==> src/rtl/fir_tap_mac.sv <==
// fir_tap_mac: time-multiplexed FIR filter engine.
//
// Each accepted sample is shifted into an NTAPS-deep delay line. The engine
// then spends NTAPS clocks doing one multiply-accumulate per clock against
// the coefficient bank. One more clock saturates the accumulator into
// data_out and pulses out_valid for a single cycle.
//
// Ports:
//   clk        system clock, rising edge
//   reset      synchronous active-high reset, clears all state
//   in_valid   sample_in is valid this cycle
//   in_ready   block can accept a sample this cycle (combinational)
//   sample_in  signed DW-bit input sample
//   coef_wr    coefficient write strobe (honoured only in IDLE without accept)
//   coef_addr  coefficient index to write
//   coef_data  signed DW-bit coefficient value
//   data_out   saturated signed OW-bit result, held until the next result
//   out_valid  one-cycle pulse marking a new data_out
//   busy       high while the engine is in RUN or DONE
//
// Handshake: a sample transfers on a rising edge where in_valid && in_ready
// are both high. in_ready depends only on state and reset, never on
// in_valid. A sample offered while in_ready is low is ignored, not queued.
module fir_tap_mac #(
  parameter int NTAPS = 8,
  parameter int DW    = 16,
  parameter int OW    = 32
) (
  input  logic                      clk,
  input  logic                      reset,
  input  logic                      in_valid,
  output logic                      in_ready,
  input  logic signed [DW-1:0]      sample_in,
  input  logic                      coef_wr,
  input  logic [$clog2(NTAPS)-1:0]  coef_addr,
  input  logic signed [DW-1:0]      coef_data,
  output logic signed [OW-1:0]      data_out,
  output logic                      out_valid,
  output logic                      busy
);

  localparam int IW = $clog2(NTAPS);
  localparam int PW = 2 * DW;
  // The extra IW bits of headroom mean a sum of NTAPS products never wraps.
  localparam int AW = PW + IW;

  localparam logic [IW-1:0] LAST_IDX = IW'(NTAPS - 1);
  localparam logic [IW:0]   NTAPS_W  = NTAPS[IW:0];

  typedef enum logic [1:0] {
    IDLE = 2'd0,
    RUN  = 2'd1,
    DONE = 2'd2
  } state_t;

  state_t                state_q, state_d;
  logic [IW-1:0]         idx_q, idx_d;
  logic signed [AW-1:0]  acc_q, acc_d;
  logic signed [OW-1:0]  data_out_q, data_out_d;
  logic                  out_valid_q, out_valid_d;
  logic signed [DW-1:0]  d_q [NTAPS];
  logic signed [DW-1:0]  d_d [NTAPS];
  logic signed [DW-1:0]  c_q [NTAPS];
  logic signed [DW-1:0]  c_d [NTAPS];

  logic                  accept;
  logic                  addr_ok;
  logic signed [DW-1:0]  d_sel, c_sel;
  logic signed [PW-1:0]  d_ext, c_ext, prod;
  logic [AW-OW:0]        acc_hi;
  logic                  acc_ovf;
  logic signed [OW-1:0]  acc_sat;

  assign in_ready  = (state_q == IDLE) && !reset;
  assign busy      = (state_q != IDLE);
  assign data_out  = data_out_q;
  assign out_valid = out_valid_q;

  assign accept  = in_valid && in_ready;
  assign addr_ok = ({1'b0, coef_addr} < NTAPS_W);

  // Both operands are sign-extended to the full product width so the
  // low PW bits of the multiply hold the exact signed product.
  assign d_sel = d_q[idx_q];
  assign c_sel = c_q[idx_q];
  assign d_ext = {{DW{d_sel[DW-1]}}, d_sel};
  assign c_ext = {{DW{c_sel[DW-1]}}, c_sel};
  assign prod  = d_ext * c_ext;

  // The accumulator fits in OW bits only when every bit from OW-1 upward
  // equals the sign bit; otherwise clamp towards the sign.
  assign acc_hi  = acc_q[AW-1:OW-1];
  assign acc_ovf = !((&acc_hi) || !(|acc_hi));
  assign acc_sat = acc_ovf ? {acc_q[AW-1], {(OW-1){~acc_q[AW-1]}}}
                           : acc_q[OW-1:0];

  always_comb begin
    state_d     = state_q;
    idx_d       = idx_q;
    acc_d       = acc_q;
    data_out_d  = data_out_q;
    out_valid_d = 1'b0;
    d_d         = d_q;
    c_d         = c_q;

    case (state_q)
      IDLE: begin
        if (accept) begin
          d_d[0] = sample_in;
          for (int k = 1; k < NTAPS; k++) begin
            d_d[k] = d_q[k-1];
          end
          acc_d   = '0;
          idx_d   = '0;
          state_d = RUN;
        end else if (coef_wr && addr_ok) begin
          // A write that collides with an accept is dropped on purpose so
          // the coefficient set is stable for the whole computation.
          c_d[coef_addr] = coef_data;
        end
      end
      RUN: begin
        acc_d = acc_q + {{IW{prod[PW-1]}}, prod};
        idx_d = idx_q + 1'b1;
        if (idx_q == LAST_IDX) begin
          state_d = DONE;
        end
      end
      DONE: begin
        data_out_d  = acc_sat;
        out_valid_d = 1'b1;
        state_d     = IDLE;
      end
      default: begin
        state_d = IDLE;
      end
    endcase
  end

  always_ff @(posedge clk) begin
    if (reset) begin
      state_q     <= IDLE;
      idx_q       <= '0;
      acc_q       <= '0;
      data_out_q  <= '0;
      out_valid_q <= 1'b0;
      d_q         <= '{default: '0};
      c_q         <= '{default: '0};
    end else begin
      state_q     <= state_d;
      idx_q       <= idx_d;
      acc_q       <= acc_d;
      data_out_q  <= data_out_d;
      out_valid_q <= out_valid_d;
      d_q         <= d_d;
      c_q         <= c_d;
    end
  end

endmodule

==> config.mk <==
export PLATFORM = sky130hd
export DESIGN_NAME = fir_tap_mac
export DESIGN_NICKNAME = d
export VERILOG_FILES = /design/src/rtl/fir_tap_mac.sv
export SDC_FILE = /design/constraint.sdc
export NUM_CORES = 2
export LEC_CHECK = 0
export ABC_AREA = 1
export ABC_CLOCK_PERIOD_IN_PS = 7830
export CAP_MARGIN = 40
export CORE_UTILIZATION = 59
export DETAILED_ROUTE_END_ITERATION = 6
export DONT_BUFFER_PORTS = 1
export GPL_ROUTABILITY_DRIVEN = 0
export PLACE_DENSITY = 0.77
export SLEW_MARGIN = 20
export SYNTH_ARGS = -nofsm -noshare
export SYNTH_HDL_FRONTEND = slang
export SYNTH_SLANG_ARGS = --single-unit
==> constraint.sdc <==
create_clock -name clk -period 7.83 [get_ports clk]
set_clock_uncertainty 0.05 [all_clocks]
set_input_delay 1.1745 -clock clk [delete_from_list [all_inputs] [get_ports clk]]
set_output_delay 1.1745 -clock clk [all_outputs]
set_load 0.01 [all_outputs]
* After elaboration in Yosys (flattened, before gate mapping)
Index checks and enable logic that the tools add are counted. Widths: inputs -> output; s select.
Operators by class: div/mod/pow operators 0, $add $sub $neg 2, multiply operators 1, reduce and logical (&&, ||, !) cells 15, multiplexer cells 18, equal/unequal tests 5, bitwise operators 4, $lt $le $gt $ge 3, shift operators 0
Operators with widths (count):
- $bwmux 128 | 1
- $bmux 16 s3 | 2
- $mux 16 | 5
- $pmux 35 s2 | 1
- $demux 16 s3 | 1
- $add 35x35->35 | 1
- $mux 35 | 1
- $mul 16x16->32 | 1
- $mux 32 | 1
- $ge 4x4->1 const B | 2
- $not 3->4 | 2
- $pmux 3 s2 | 1
- $reduce_and 2->1 | 3
- $lt 4x1->1 const B | 1
- $mux 2 | 2
- $ne 2x2->1 const B | 2
- $pmux 2 s2 | 1
- $reduce_and 4->1 | 1
- $reduce_bool 2->1 | 2
- $reduce_or 4->1 | 1
- $add 3x1->3 const B | 1
- $eq 3x3->1 const B | 1
- $logic_and 1x1->1 | 3
- $mux 3 | 1
- 8 further kinds | 10
Word-level totals: register bits 329, bits in latches 0, memory bits (writable) 0, ROM bits 0, memories kept 0, output and inout bits 35, word-level logic and storage cells 69

* Depth between registers and ports, before layout
word-level depth 7, mapped depth 52

* Worst setup path after synthesis
No wires, ideal clock.
path type flip-flop to flip-flop, from register idx_q[0], to register acc_q[34], clock period less this slack 7.617 ns, arrival time 7.435 ns, buffers on the path 3, path slack 0.213 ns, stages on the path, launching flop included 40, required time 7.648 ns, cells stage by stage dfxtp_1 > inv_2 > buf_6 > buf_6 > buf_6 > a21oi_1 > o21ai_1 > nand2_1 > nand2_1 > o21ai_4 > inv_2 > nor2_2 > inv_2 > fa_1 > inv_1 > fa_1 > fa_1 > fa_1 > [4 not listed] > ha_1 > a21o_1 > a31o_2 > a211oi_1 > o211ai_1 > xor2_1 > ha_1 > nand2_1 > nor2_1 > nand2_1 > nor2_1 > nand4_1 > nand3_1 > nand2_1 > nand2_1 > nand2_1 > nand3_1 > a21oi_1
On the way: longest elaborated chain between the ends 7, elaborated cells on any way between the ends 10, those cells by class add/sub (1); mul (1); mux (7); bitwise (1)
RTL lines:
- from (decl) | RTL line 57 | logic [IW-1:0] idx_q, idx_d;
- from (signal assigned) | RTL line 151 | idx_q <= idx_d;
- $not 3->4 (not written as such) * | RTL line 84, 85
- $bmux 16 s3, on equally long branches | RTL line 84, 85
- $mux 16, on equally long branches (2 in a row) | RTL line 84, 85
- $mul 16x16->32 * | RTL line 88 | assign prod = d_ext * c_ext;
- $add 35x35->35 * | RTL line 123 | acc_d = acc_q + {{IW{prod[PW-1]}}, prod};
- $pmux 35 s2 * | RTL line 106 | case (state_q)
- to (signal assigned) | RTL line 144 | acc_q <= '0;
- to (signal assigned) | RTL line 152 | acc_q <= acc_d;
- to (decl) | RTL line 58 | logic signed [AW-1:0] acc_q, acc_d;
Mark *: on every way between the ends. The rest lies on a longest branch, timed or not. The select of a mux whose other input is x is not followed. A chain may end at the register's enable or synchronous reset.

* Worst setup path after layout
from register idx_q[0], to register acc_q[29]
The elaborated chain is that of the path after synthesis.

==> results_dict.tcl <==
set metrics [dict create \
    io_buffers 0 \
    dr.pass1.iters 6 \
    area_delta_synth_final_pct 22.5 \
    pwr_density_cell_mw_per_mm2 460 \
    synth-seq-area-share_pct 25.1 \
    startpoint_type "flop" \
    synth_top_area_share_pct 25.1 \
    nNetsFinal 4218 \
    synth_edf_count 0 \
    fillers 2969 \
    grt_usage_pct 36.3 \
    arrival_ns 8.77 \
    status "finished with violations" \
    vias_per_cell 6.04 \
    numClockSinks 329 \
    grt_pass1_wl_um 130000 \
    ff_latch_area_mm2 0.00659 \
    post-route-drc-count 0 \
    violations "setup timing" \
    cts_made_buffers 36 \
    grt_setup_unrepaired "yes" \
    die_height_um 213 \
    min_from "c_q[15]" \
    start_util_pct 60.5 \
    leakage_nw 14.3 \
    crit_required_ns 8.29 \
    crit_family "adder cells" \
    place_inst 4268 \
    period_share_pct 106 \
    core_area_mm2 0.0435 \
    drive_gt1_share_pct 20.4 \
    cp_num_buf_inv 14 \
    cap_violations 0 \
    fmax_mhz 120 \
    root_buffer "clkbuf_16" \
    cts_buffer_depth 3 \
    drtIter0Drc 3334 \
    synthTopCellsByArea "dfxtp_1 (25%), fa_1 (20%), inv_1 (9.0%), nand2_1 (8.8%), a21oi_1 (7.8%)" \
    grt_pass1_vias 25755 \
    cpPeakStageDelay_ns 0.53 \
    setup_ws_ns -0.479 \
    routed-via-count 26654 \
    synthDistinctLibCells 47 \
    setup_viol 15 \
    postSynthCellCount 3583 \
    synth_seq_cells 329 \
    die_width_um 213 \
    hold_path.class "flop to flop" \
    hold_buffers 0 \
    antenna_found_initial 4 \
    synth_ff_type "dfxtp_1" \
    ir_worst_vdd_uv 510 \
    ant_nets 0 \
    syn_nets 4004 \
    syn_area_mm2 0.0263 \
    fin_area_mm2 0.0322 \
    crit_path_end_kind "flop" \
    ios 74 \
    startpoint "idx_q[0]" \
    syn_area_per_cell_um2 7.33 \
    critPathSlowestCell "fa_1" \
    wl_um 87800 \
    layout.cells.non_filler 4410 \
    yosys.area.top_type "dfxtp_1" \
    drv_slew 0 \
    std_cell_rows 76 \
    avgRoutedWirePerCell_um 19.9 \
    ys_warn_count 0 \
    fin_crit_ns 8.31 \
    r2r-start "idx_q[0]" \
    clkLatencyLatePin_ns 0.56 \
    rrSetupSlack_ns -0.48 \
    hold_viol_final 0 \
    pre_cts_ws_ns -0.556 \
    relSlewSlack_pct 43.4 \
    dp_hpwl_um 57800 \
    clk_pin_slew_ns 0.07 \
    path_class "flop to flop" \
    power_mw 14.8 \
    crit_top_cell "inv_1" \
    async_flop_share_pct 0 \
    grt_overflow_total 0 \
    post-route-util_pct 74.1 \
    cts_tree "yes" \
    path_max_fanout 15 \
    dieArea_mm2 0.0454 \
    post_dp_cell_area_mm2 0.0285 \
    multi_input_area_mm2 0.0180 \
    grt_max_degree 152 \
    h-tree-depth 2 \
    worstMarginPinSlew_ns 0.849 \
]
## cell families (layout without fill, tap and decap cells)
| kind of cell | after synthesis | in the layout | share of synthesized area (%) |
|---|---|---|---|
| AOI/OAI and AO/OA | 896 | 896 | 18.3 |
| DFF | 329 | 329 | 25.1 |
| adders and majority gates | 382 | 382 | 25.7 |
| other | 0 | 2 | 0 |
| buffers and inverters | 833 | 1073 | 12.4 |
| xor gates and xnor gates | 27 | 27 | 0.900 |
| and+or+nand+nor | 1116 | 1116 | 17.6 |
## final timing paths
path | end | cells past startpoint
max reg2reg | acc_q[29] | 44
min reg2reg | c_q[15] | 2
min | c_q[15] | 2
max | acc_q[29] | 44
## per-stage QoR
stage	TNS, ns	hold WS [ns]
after floorplan	0	0.370
after global placement	-1.92	0.380
after detailed placement	-3.72	0.387
after CTS	-0.00299	0.396
after global routing	-8.42	0.409
final	-3.71	0.393
## area by class of cell
cell class	instances	area share, %
multi-input cells	2421	55.9
flip-flops and latches	329	20.5
repair buffers	351	9.60
inverters	657	7.83
clock buffers	52	3.30
well taps	585	2.27
clock inverters	12	0.548
repair inverters	1	0.0155
diodes	2	0.0155
## state kept, by name, indices dropped and copies added, names as in the netlist
register / flops
idx_q: 3
out_valid: 1
c_q: 128
state_q: 2
acc_q: 35
data_out: 32
d_q: 128
## synthesized netlist by cell type (3+ instances only)
library cell / number
o21ai_2: 10
nand2_1: 616
inv_1: 629
buf_1: 20
nand3_1: 187
nor2_2: 17
a31oi_1: 8
nor2_1: 245
xnor2_1: 10
xor2_1: 17
fa_1: 263
a211oi_1: 32
nand4_1: 12
nand2_2: 5
o21ai_0: 344
clkbuf_1: 84
o21ai_4: 9
o21ai_1: 48
ha_1: 119
buf_6: 6
nor4_1: 3
buf_4: 6
buf_2: 60
o21a_1: 4
nor3_1: 8
o21bai_1: 11
nand3b_1: 8
dfxtp_1: 329
or2_2: 7
a21o_1: 9
inv_2: 26
a21oi_1: 411
## layout by cell type (no fill, tap or decap), types with 37 or more instances in the layout
| cell type | n |
|---|---|
| a21oi_1 | 370 |
| ha_1 | 78 |
| fa_1 | 252 |
| nand3_1 | 177 |
| clkbuf_16 | 40 |
| nor2_1 | 182 |
| o21ai_1 | 54 |
| inv_1 | 597 |
| dfxtp_1 | 327 |
| ha_4 | 37 |
| buf_4 | 310 |
| inv_2 | 44 |
| nor2_2 | 53 |
| nand2_1 | 577 |
| o21ai_0 | 321 |
## repair_timing
item | 4_1_cts | 5_1_grt
setup buffers | 18 | 52
gates resized for setup | 85 | 327
pin swaps | 26 | 98
endpoints found under the setup margin | 19 | 25
gates cloned | 2 | 4
## power by group
group	leakage, nW	switching, mW	internal, mW
clock	0.610	0.738	1.05
sequential	2.67	0.0974	1.77
combinational	11.0	6.42	4.75
## worst min-delay path, stage by stage, from the launching register on
cell and delay (ns):
dfxtp_1 0.30, inv_1 0.04, a21oi_1 0.05
## layer usage
metal	routed length, um	up-vias	share of wire (%)	GRT usage [%]
met4	5520	6	6.3	16.8
met5	36	-	0.041	0
met3	10100	537	11	8.74
met1	31700	12565	36	45.2
met2	40400	1779	46	59.3
li1	-	11767	-	-
No activity file was read; power rests on OpenSTA's default activity.
